File: src/rtl/mips_pkg.sv
// Shared definitions for the multicycle MIPS control path.
//   statetype : main controller FSM states
//   OP_*      : primary opcodes (instr[31:26]) the controller understands
//   ALUOP_*   : 2-bit aluop codes consumed by aludec
package mips_pkg;

  typedef enum logic [3:0] {
    FETCH, DECODE, MEMADR, MEMRD, MEMWB, MEMWR,
    EXECUTE, ALUWB, BRANCH, ADDIEX, ADDIWB, JUMP
  } statetype;

  localparam logic [5:0] OP_LW    = 6'b100011;
  localparam logic [5:0] OP_SW    = 6'b101011;
  localparam logic [5:0] OP_RTYPE = 6'b000000;
  localparam logic [5:0] OP_BEQ   = 6'b000100;
  localparam logic [5:0] OP_ADDI  = 6'b001000;
  localparam logic [5:0] OP_J     = 6'b000010;

  localparam logic [1:0] ALUOP_ADD   = 2'b00;
  localparam logic [1:0] ALUOP_SUB   = 2'b01;
  localparam logic [1:0] ALUOP_FUNCT = 2'b10;

endpackage

File: src/rtl/mc_controller.sv
// Main control FSM of the multicycle MIPS core.
// Sequences PC / memory / IR / register file / ALU through fetch, decode,
// execute, memory and writeback steps, stalling on memready.
// Ports:
//   clk, reset         : clock, synchronous active-high reset
//   op, zero, memready : opcode from IR, ALU zero flag, memory done
//   memreq, memwrite   : memory request / write strobe
//   irwrite, regwrite  : IR load, register file write
//   pcen               : PC load (pcwrite | branch & zero)
//   iord, memtoreg, regdst, alusrca, alusrcb, pcsrc : datapath mux selects
//   aluop              : to aludec (add / sub / funct)
//   illegal            : one-cycle pulse in DECODE for unsupported opcode
module mc_controller
  import mips_pkg::*;
(
  input  logic       clk,
  input  logic       reset,
  input  logic [5:0] op,
  input  logic       zero,
  input  logic       memready,
  output logic       memreq,
  output logic       memwrite,
  output logic       irwrite,
  output logic       regwrite,
  output logic       pcen,
  output logic       iord,
  output logic       memtoreg,
  output logic       regdst,
  output logic       alusrca,
  output logic [1:0] alusrcb,
  output logic [1:0] pcsrc,
  output logic [1:0] aluop,
  output logic       illegal
);

  statetype state, nxt;
  logic     pcwrite, branch, irw, rw, mw;

  always_ff @(posedge clk) begin
    if (reset) state <= FETCH;
    else       state <= nxt;
  end

  always_comb begin
    nxt = state;
    case (state)
      FETCH:   if (memready) nxt = DECODE;
      DECODE:
        case (op)
          OP_LW, OP_SW: nxt = MEMADR;
          OP_RTYPE:     nxt = EXECUTE;
          OP_BEQ:       nxt = BRANCH;
          OP_ADDI:      nxt = ADDIEX;
          OP_J:         nxt = JUMP;
          default:      nxt = FETCH;
        endcase
      // Only lw/sw reach MEMADR, so anything but lw is a store.
      MEMADR:  nxt = (op == OP_LW) ? MEMRD : MEMWR;
      MEMRD:   if (memready) nxt = MEMWB;
      MEMWR:   if (memready) nxt = FETCH;
      EXECUTE: nxt = ALUWB;
      ADDIEX:  nxt = ADDIWB;
      default: nxt = FETCH;
    endcase
  end

  always_comb begin
    memreq   = 1'b0;
    mw       = 1'b0;
    irw      = 1'b0;
    rw       = 1'b0;
    pcwrite  = 1'b0;
    branch   = 1'b0;
    iord     = 1'b0;
    memtoreg = 1'b0;
    regdst   = 1'b0;
    alusrca  = 1'b0;
    alusrcb  = 2'b00;
    pcsrc    = 2'b00;
    aluop    = ALUOP_ADD;
    illegal  = 1'b0;
    case (state)
      FETCH: begin
        memreq  = 1'b1;
        alusrcb = 2'b01;
        irw     = memready;
        pcwrite = memready;
      end
      DECODE: begin
        alusrcb = 2'b11;
        illegal = !(op inside {OP_LW, OP_SW, OP_RTYPE, OP_BEQ, OP_ADDI, OP_J});
      end
      MEMADR: begin
        alusrca = 1'b1;
        alusrcb = 2'b10;
      end
      MEMRD: begin
        memreq = 1'b1;
        iord   = 1'b1;
      end
      MEMWB: begin
        rw       = 1'b1;
        memtoreg = 1'b1;
      end
      MEMWR: begin
        memreq = 1'b1;
        mw     = 1'b1;
        iord   = 1'b1;
      end
      EXECUTE: begin
        alusrca = 1'b1;
        aluop   = ALUOP_FUNCT;
      end
      ALUWB: begin
        rw     = 1'b1;
        regdst = 1'b1;
      end
      BRANCH: begin
        alusrca = 1'b1;
        aluop   = ALUOP_SUB;
        pcsrc   = 2'b01;
        branch  = 1'b1;
      end
      ADDIEX: begin
        alusrca = 1'b1;
        alusrcb = 2'b10;
      end
      ADDIWB: rw = 1'b1;
      JUMP: begin
        pcsrc   = 2'b10;
        pcwrite = 1'b1;
      end
      default: ;
    endcase
  end

  // Write strobes are suppressed while reset is high so nothing is committed
  // in the reset cycle, even if reset lands mid-stall.
  assign irwrite  = irw & ~reset;
  assign regwrite = rw & ~reset;
  assign memwrite = mw & ~reset;
  assign pcen     = (pcwrite | (branch & zero)) & ~reset;

endmodule

File: config.mk
export PLATFORM = sky130hd
export DESIGN_NAME = mc_controller
export DESIGN_NICKNAME = d
export VERILOG_FILES = /design/src/rtl/mips_pkg.sv /design/src/rtl/mc_controller.sv
export SDC_FILE = /design/constraint.sdc
export NUM_CORES = 1
export LEC_CHECK = 0
export CAP_MARGIN = 20
export CELL_PAD_IN_SITES_DETAIL_PLACEMENT = 1
export CELL_PAD_IN_SITES_GLOBAL_PLACEMENT = 1
export CORE_UTILIZATION = 28
export DETAILED_ROUTE_END_ITERATION = 12
export PLACE_DENSITY_LB_ADDON = 0.08
export SLEW_MARGIN = 25
export SYNTH_ARGS = -nofsm -noshare
export SYNTH_HDL_FRONTEND = slang
export SYNTH_SLANG_ARGS = --single-unit
export TNS_END_PERCENT = 30
File: constraint.sdc
create_clock -name clk -period 3.6 [get_ports clk]
set_clock_uncertainty 0.15 [all_clocks]
set_input_delay 0.36 -clock clk [delete_from_list [all_inputs] [get_ports clk]]
set_output_delay 0.36 -clock clk [all_outputs]
set_load 0.02 [all_outputs]
==> impl_metrics.prom <==
# TYPE chip_impl_metric gauge
chip_impl_metric{name="nNetsFinal",unit=""} 116
chip_impl_metric{name="syn_area",unit="µm²"} 561
chip_impl_metric{name="irDropWorstVdd",unit="V"} 0.000153
chip_impl_metric{name="setup_tns",unit="ps"} 0
chip_impl_metric{name="timing.critical_path.required",unit="ps"} 3090
chip_impl_metric{name="cts-htree-levels",unit=""} 1
chip_impl_metric{name="placedCellCount",unit=""} 126
chip_impl_metric{name="die_x",unit="µm"} 46.7
chip_impl_metric{name="power_per_cell_area",unit="nW/µm²"} 192
chip_impl_metric{name="timing.max_cap.violations",unit=""} 0
chip_impl_metric{name="global_route.usage.total",unit="%"} 19.1
chip_impl_info{name="largest_registers",value="state: 4 flops"} 1
chip_impl_metric{name="post_route_cells_drive_above_1_share",unit="%"} 7.69
chip_impl_metric{name="pwr-share-comb",unit="%"} 33.3
chip_impl_metric{name="floorplan.initialDensity",unit="%"} 31.1
chip_impl_metric{name="route.detailed.vias_per_inst",unit=""} 5.42
chip_impl_info{name="slowest_stage",value="clkdlybuf4s50_1"} 1
chip_impl_metric{name="synth.ff_latch_count",unit=""} 4
chip_impl_metric{name="seq_power_share",unit="%"} 32.1
chip_impl_metric{name="dieArea",unit="µm²"} 2180
chip_impl_metric{name="antenna_violating_nets_post_route",unit=""} 0
chip_impl_metric{name="synth-async-reset-ratio",unit="%"} 0
chip_impl_metric{name="grt_antenna_before_repair",unit=""} 0
chip_impl_metric{name="maxClockFrequency",unit="GHz"} 0.357
chip_impl_metric{name="worst-slew-pin-transition",unit="ps"} 578
chip_impl_metric{name="worstRegToRegCells",unit=""} 4
chip_impl_metric{name="placeableCoreArea",unit="µm²"} 1800
chip_impl_metric{name="hold_viol",unit=""} 0
chip_impl_metric{name="min_period_over_period",unit="%"} 77.8
chip_impl_metric{name="min_path_cells",unit=""} 2
chip_impl_metric{name="fin_area",unit="µm²"} 808
chip_impl_metric{name="synth.net_count",unit=""} 97
chip_impl_info{name="synth_top_family_by_area",value="simple AND/OR/NAND/NOR gates"} 1
chip_impl_metric{name="worst-path-max-fanout",unit=""} 7
chip_impl_metric{name="yosys_warnings",unit=""} 0
chip_impl_info{name="tritoncts",value="yes"} 1
chip_impl_info{name="holdCritPathClass",value="reg2reg"} 1
chip_impl_metric{name="num_io_pins",unit=""} 26
chip_impl_metric{name="worst_path_largest_cell_delay",unit="ps"} 670
chip_impl_metric{name="cts.repair.resized",unit=""} 0
chip_impl_metric{name="grt_first_pass_wirelength",unit="µm"} 2950
chip_impl_metric{name="synth_to_final_area_change",unit="%"} 44.2
chip_impl_info{name="critPathKind",value="in2out"} 1
chip_impl_metric{name="dr_total_vias",unit=""} 699
chip_impl_metric{name="register_area_share_after_synthesis",unit="%"} 14.3
chip_impl_metric{name="wire_per_inst",unit="µm"} 13.7
chip_impl_metric{name="slew_headroom",unit="%"} 61.4
chip_impl_metric{name="cts_made_buffers",unit=""} 3
chip_impl_metric{name="gpl.final_weighted_congestion",unit=""} 0.736
chip_impl_metric{name="synth_adder_area_share",unit="%"} 0
chip_impl_info{name="worstSetupEndpointType",value="output port"} 1
chip_impl_metric{name="netlist_instances",unit=""} 87
chip_impl_metric{name="routed_wire_length",unit="µm"} 1770
chip_impl_metric{name="floorplan.rows",unit=""} 15
chip_impl_info{name="synth_area_leader_cell",value="dfxtp_1"} 1
chip_impl_metric{name="cts_sinks",unit=""} 4
chip_impl_info{name="result_of_the_run",value="complete, no violations"} 1
chip_impl_metric{name="grt_pass1_vias",unit=""} 662
chip_impl_metric{name="synth-simple-area-share",unit="%"} 37.7
chip_impl_metric{name="post-cts-setup-buffer-count",unit=""} 0
chip_impl_metric{name="clock_latency_at_the_later_pin_of_the_worst_skew_pair",unit="ps"} 230
chip_impl_metric{name="detailedRoute.firstPassIterationCount",unit=""} 3
chip_impl_metric{name="post-route-worst-setup-slack",unit="ps"} 799
chip_impl_metric{name="period_minus_slack",unit="ps"} 2800
chip_impl_metric{name="drt_iter0_markers",unit=""} 3
chip_impl_metric{name="fin_worst_hold_slack",unit="ps"} 589
chip_impl_metric{name="detailed_place_hpwl",unit="µm"} 1250
chip_impl_metric{name="final_cell_count_no_fill",unit=""} 129
chip_impl_metric{name="final_max_tran_viols",unit=""} 0
chip_impl_metric{name="grt_overflow",unit=""} 0
chip_impl_metric{name="synth_compound_gate_area_share",unit="%"} 29.5
chip_impl_metric{name="drt_drc_violations_left",unit=""} 0
chip_impl_metric{name="grt_max_degree",unit=""} 19
chip_impl_metric{name="pwr-share-clk",unit="%"} 34.6
chip_impl_metric{name="post_cts_hold_buffer_count",unit=""} 0
chip_impl_metric{name="largest_reg_flops",unit=""} 4
chip_impl_metric{name="antenna_cells_inserted",unit=""} 0
chip_impl_metric{name="setup.reg_to_reg.worst_slack",unit="ps"} 1790
chip_impl_metric{name="yosys-mux-area-fraction",unit="%"} 1.79
chip_impl_metric{name="power.switching",unit="mW"} 0.0465
chip_impl_metric{name="synth.avg_cell_area",unit="µm²"} 6.44
chip_impl_info{name="largest-register",value="state"} 1
chip_impl_metric{name="report.power.total",unit="mW"} 0.156
chip_impl_metric{name="synth-edff-count",unit=""} 0
chip_impl_info{name="worst_setup_path_start_kind",value="input pin"} 1
chip_impl_metric{name="post_synth_xor_area_fraction",unit="%"} 4.69
chip_impl_metric{name="layout.filler_cells",unit=""} 241
chip_impl_metric{name="chipHeight",unit="µm"} 46.7
chip_impl_metric{name="synth.distinct_cells",unit=""} 37
chip_impl_metric{name="share_of_the_core_filled_with_cells",unit="%"} 44.9
chip_impl_metric{name="portBuffers",unit=""} 25
chip_impl_info{name="setup_repair_after_global_routing_missed_its_margin",value="no"} 1
chip_impl_metric{name="power_report.internal_total",unit="mW"} 0.109
chip_impl_metric{name="postPlaceCellArea",unit="µm²"} 786
chip_impl_metric{name="synth_top_cell_area_share",unit="%"} 14.3
chip_impl_info{name="cts_root_buffer",value="clkbuf_4"} 1
chip_impl_info{name="path_cells",value="clkdlybuf4s50_1 -> xor2_1 -> o211a_1 -> a2111oi_0 -> clkdlybuf4s50_1"} 1
chip_impl_metric{name="arrival_time_worst_endpoint",unit="ps"} 2290
chip_impl_info{name="synthTopCellsByArea",value="dfxtp_1 (14%), nor3_1 (8.0%), o21ai_0 (7.1%)"} 1
chip_impl_metric{name="clk_pin_slew_worst_paths",unit="ps"} 30
chip_impl_info{name="dominant_register_cell_in_the_synthesized_netlist",value="dfxtp_1"} 1
chip_impl_metric{name="dp_slack",unit="ps"} 781
chip_impl_metric{name="finalSetupViolCount",unit=""} 0
chip_impl_info{name="worst_path_most_repeated_cell",value="clkdlybuf4s50_1"} 1
chip_impl_metric{name="p_leak",unit="nW"} 0.286
chip_impl_metric{name="switching_share",unit="%"} 29.9
chip_impl_metric{name="clock_tree.buffer_depth",unit=""} 2
==> power by group through the flow <==
stage                     Sequential, mW  Clock, mW  Combinational, mW
after detailed placement          0.0504          0             0.0517
final                             0.0499     0.0538             0.0518
after CTS                         0.0498     0.0570             0.0521
after global placement            0.0504          0             0.0508
after floorplan                   0.0463          0             0.0312
after global routing              0.0505     0.0582             0.0567
==> final timing paths <==
kind	start	to
max reg2reg	state[1]$_SDFFE_PP0P_	state[1]$_SDFFE_PP0P_
min	state[3]$_SDFFE_PP0P_	state[3]$_SDFFE_PP0P_
min reg2reg	state[3]$_SDFFE_PP0P_	state[3]$_SDFFE_PP0P_
max	op[3]	illegal
==> placed cells by master, fill, tap and decap left out, drive strengths merged <==
| cell | count |
|---|---|
| clkdlybuf4s50 | 25 |
| nor2 | 9 |
| nor3 | 9 |
| o21ai | 8 |
| nand2 | 7 |
| a21oi | 6 |
| dfxtp | 4 |
| inv | 3 |
| clkbuf | 3 |
| or2 | 2 |
| nand2b | 2 |
| nor2b | 2 |
| xor2 | 2 |
| nor4 | 2 |
| or4 | 2 |
| and3 | 1 |
| xnor2 | 1 |
| nor3b | 1 |
| nand3 | 1 |
| o211a | 1 |
| a2111oi | 1 |
| and2 | 1 |
| mux2i | 1 |
| a31oi | 1 |
| o22ai | 1 |
| nor4bb | 1 |
| a221oi | 1 |
| a41o | 1 |
| a21boi | 1 |
| a311oi | 1 |
| o311a | 1 |
| a211o | 1 |
| o41ai | 1 |
==> layer usage <==
metal	vias to the layer above	wire length, µm	track usage, %
met3	0	40	2.31
met1	336	848	23.5
met5	-	0	0
met2	14	881	33.3
li1	349	-	-
met4	0	0	8.57
==> Yosys cell counts (2+ instances only) <==
cell      instances
nor4_1            2
clkbuf_1          5
nand2b_1          2
inv_1             3
a21oi_1           6
buf_2             3
dfxtp_1           4
xor2_1            2
or2_2             2
o21ai_0           8
nor3_1            9
nand2_1           7
nor2b_1           2
nor2_1            9
==> final cells by class <==
class,count,area (µm²),area share [%]
clock buffer,3,22.5,2.79
timing repair buffer,25,250,31.0
inverter,3,11.3,1.39
sequential,4,80.1,9.91
multi-input combinational,69,413,51.1
tap,25,31.3,3.87
==> critical path, delay by kind of cell <==
family / cells / cell delay [ps]
buf+inv: 2 / 1200
compound gates: 2 / 520
xor+xnor: 1 / 210
==> kinds of logic (layout without fill, tap and decap cells) <==
logic type             after synthesis  in the layout
AND/OR/NAND/NOR                     40             40
AO/OA/AOI/OAI                       25             25
buffers and inverters               14             31
flip-flops                           4              4
XOR/XNOR                             3              3
multiplexers                         1              1
(Power assumes the default switching activity.)
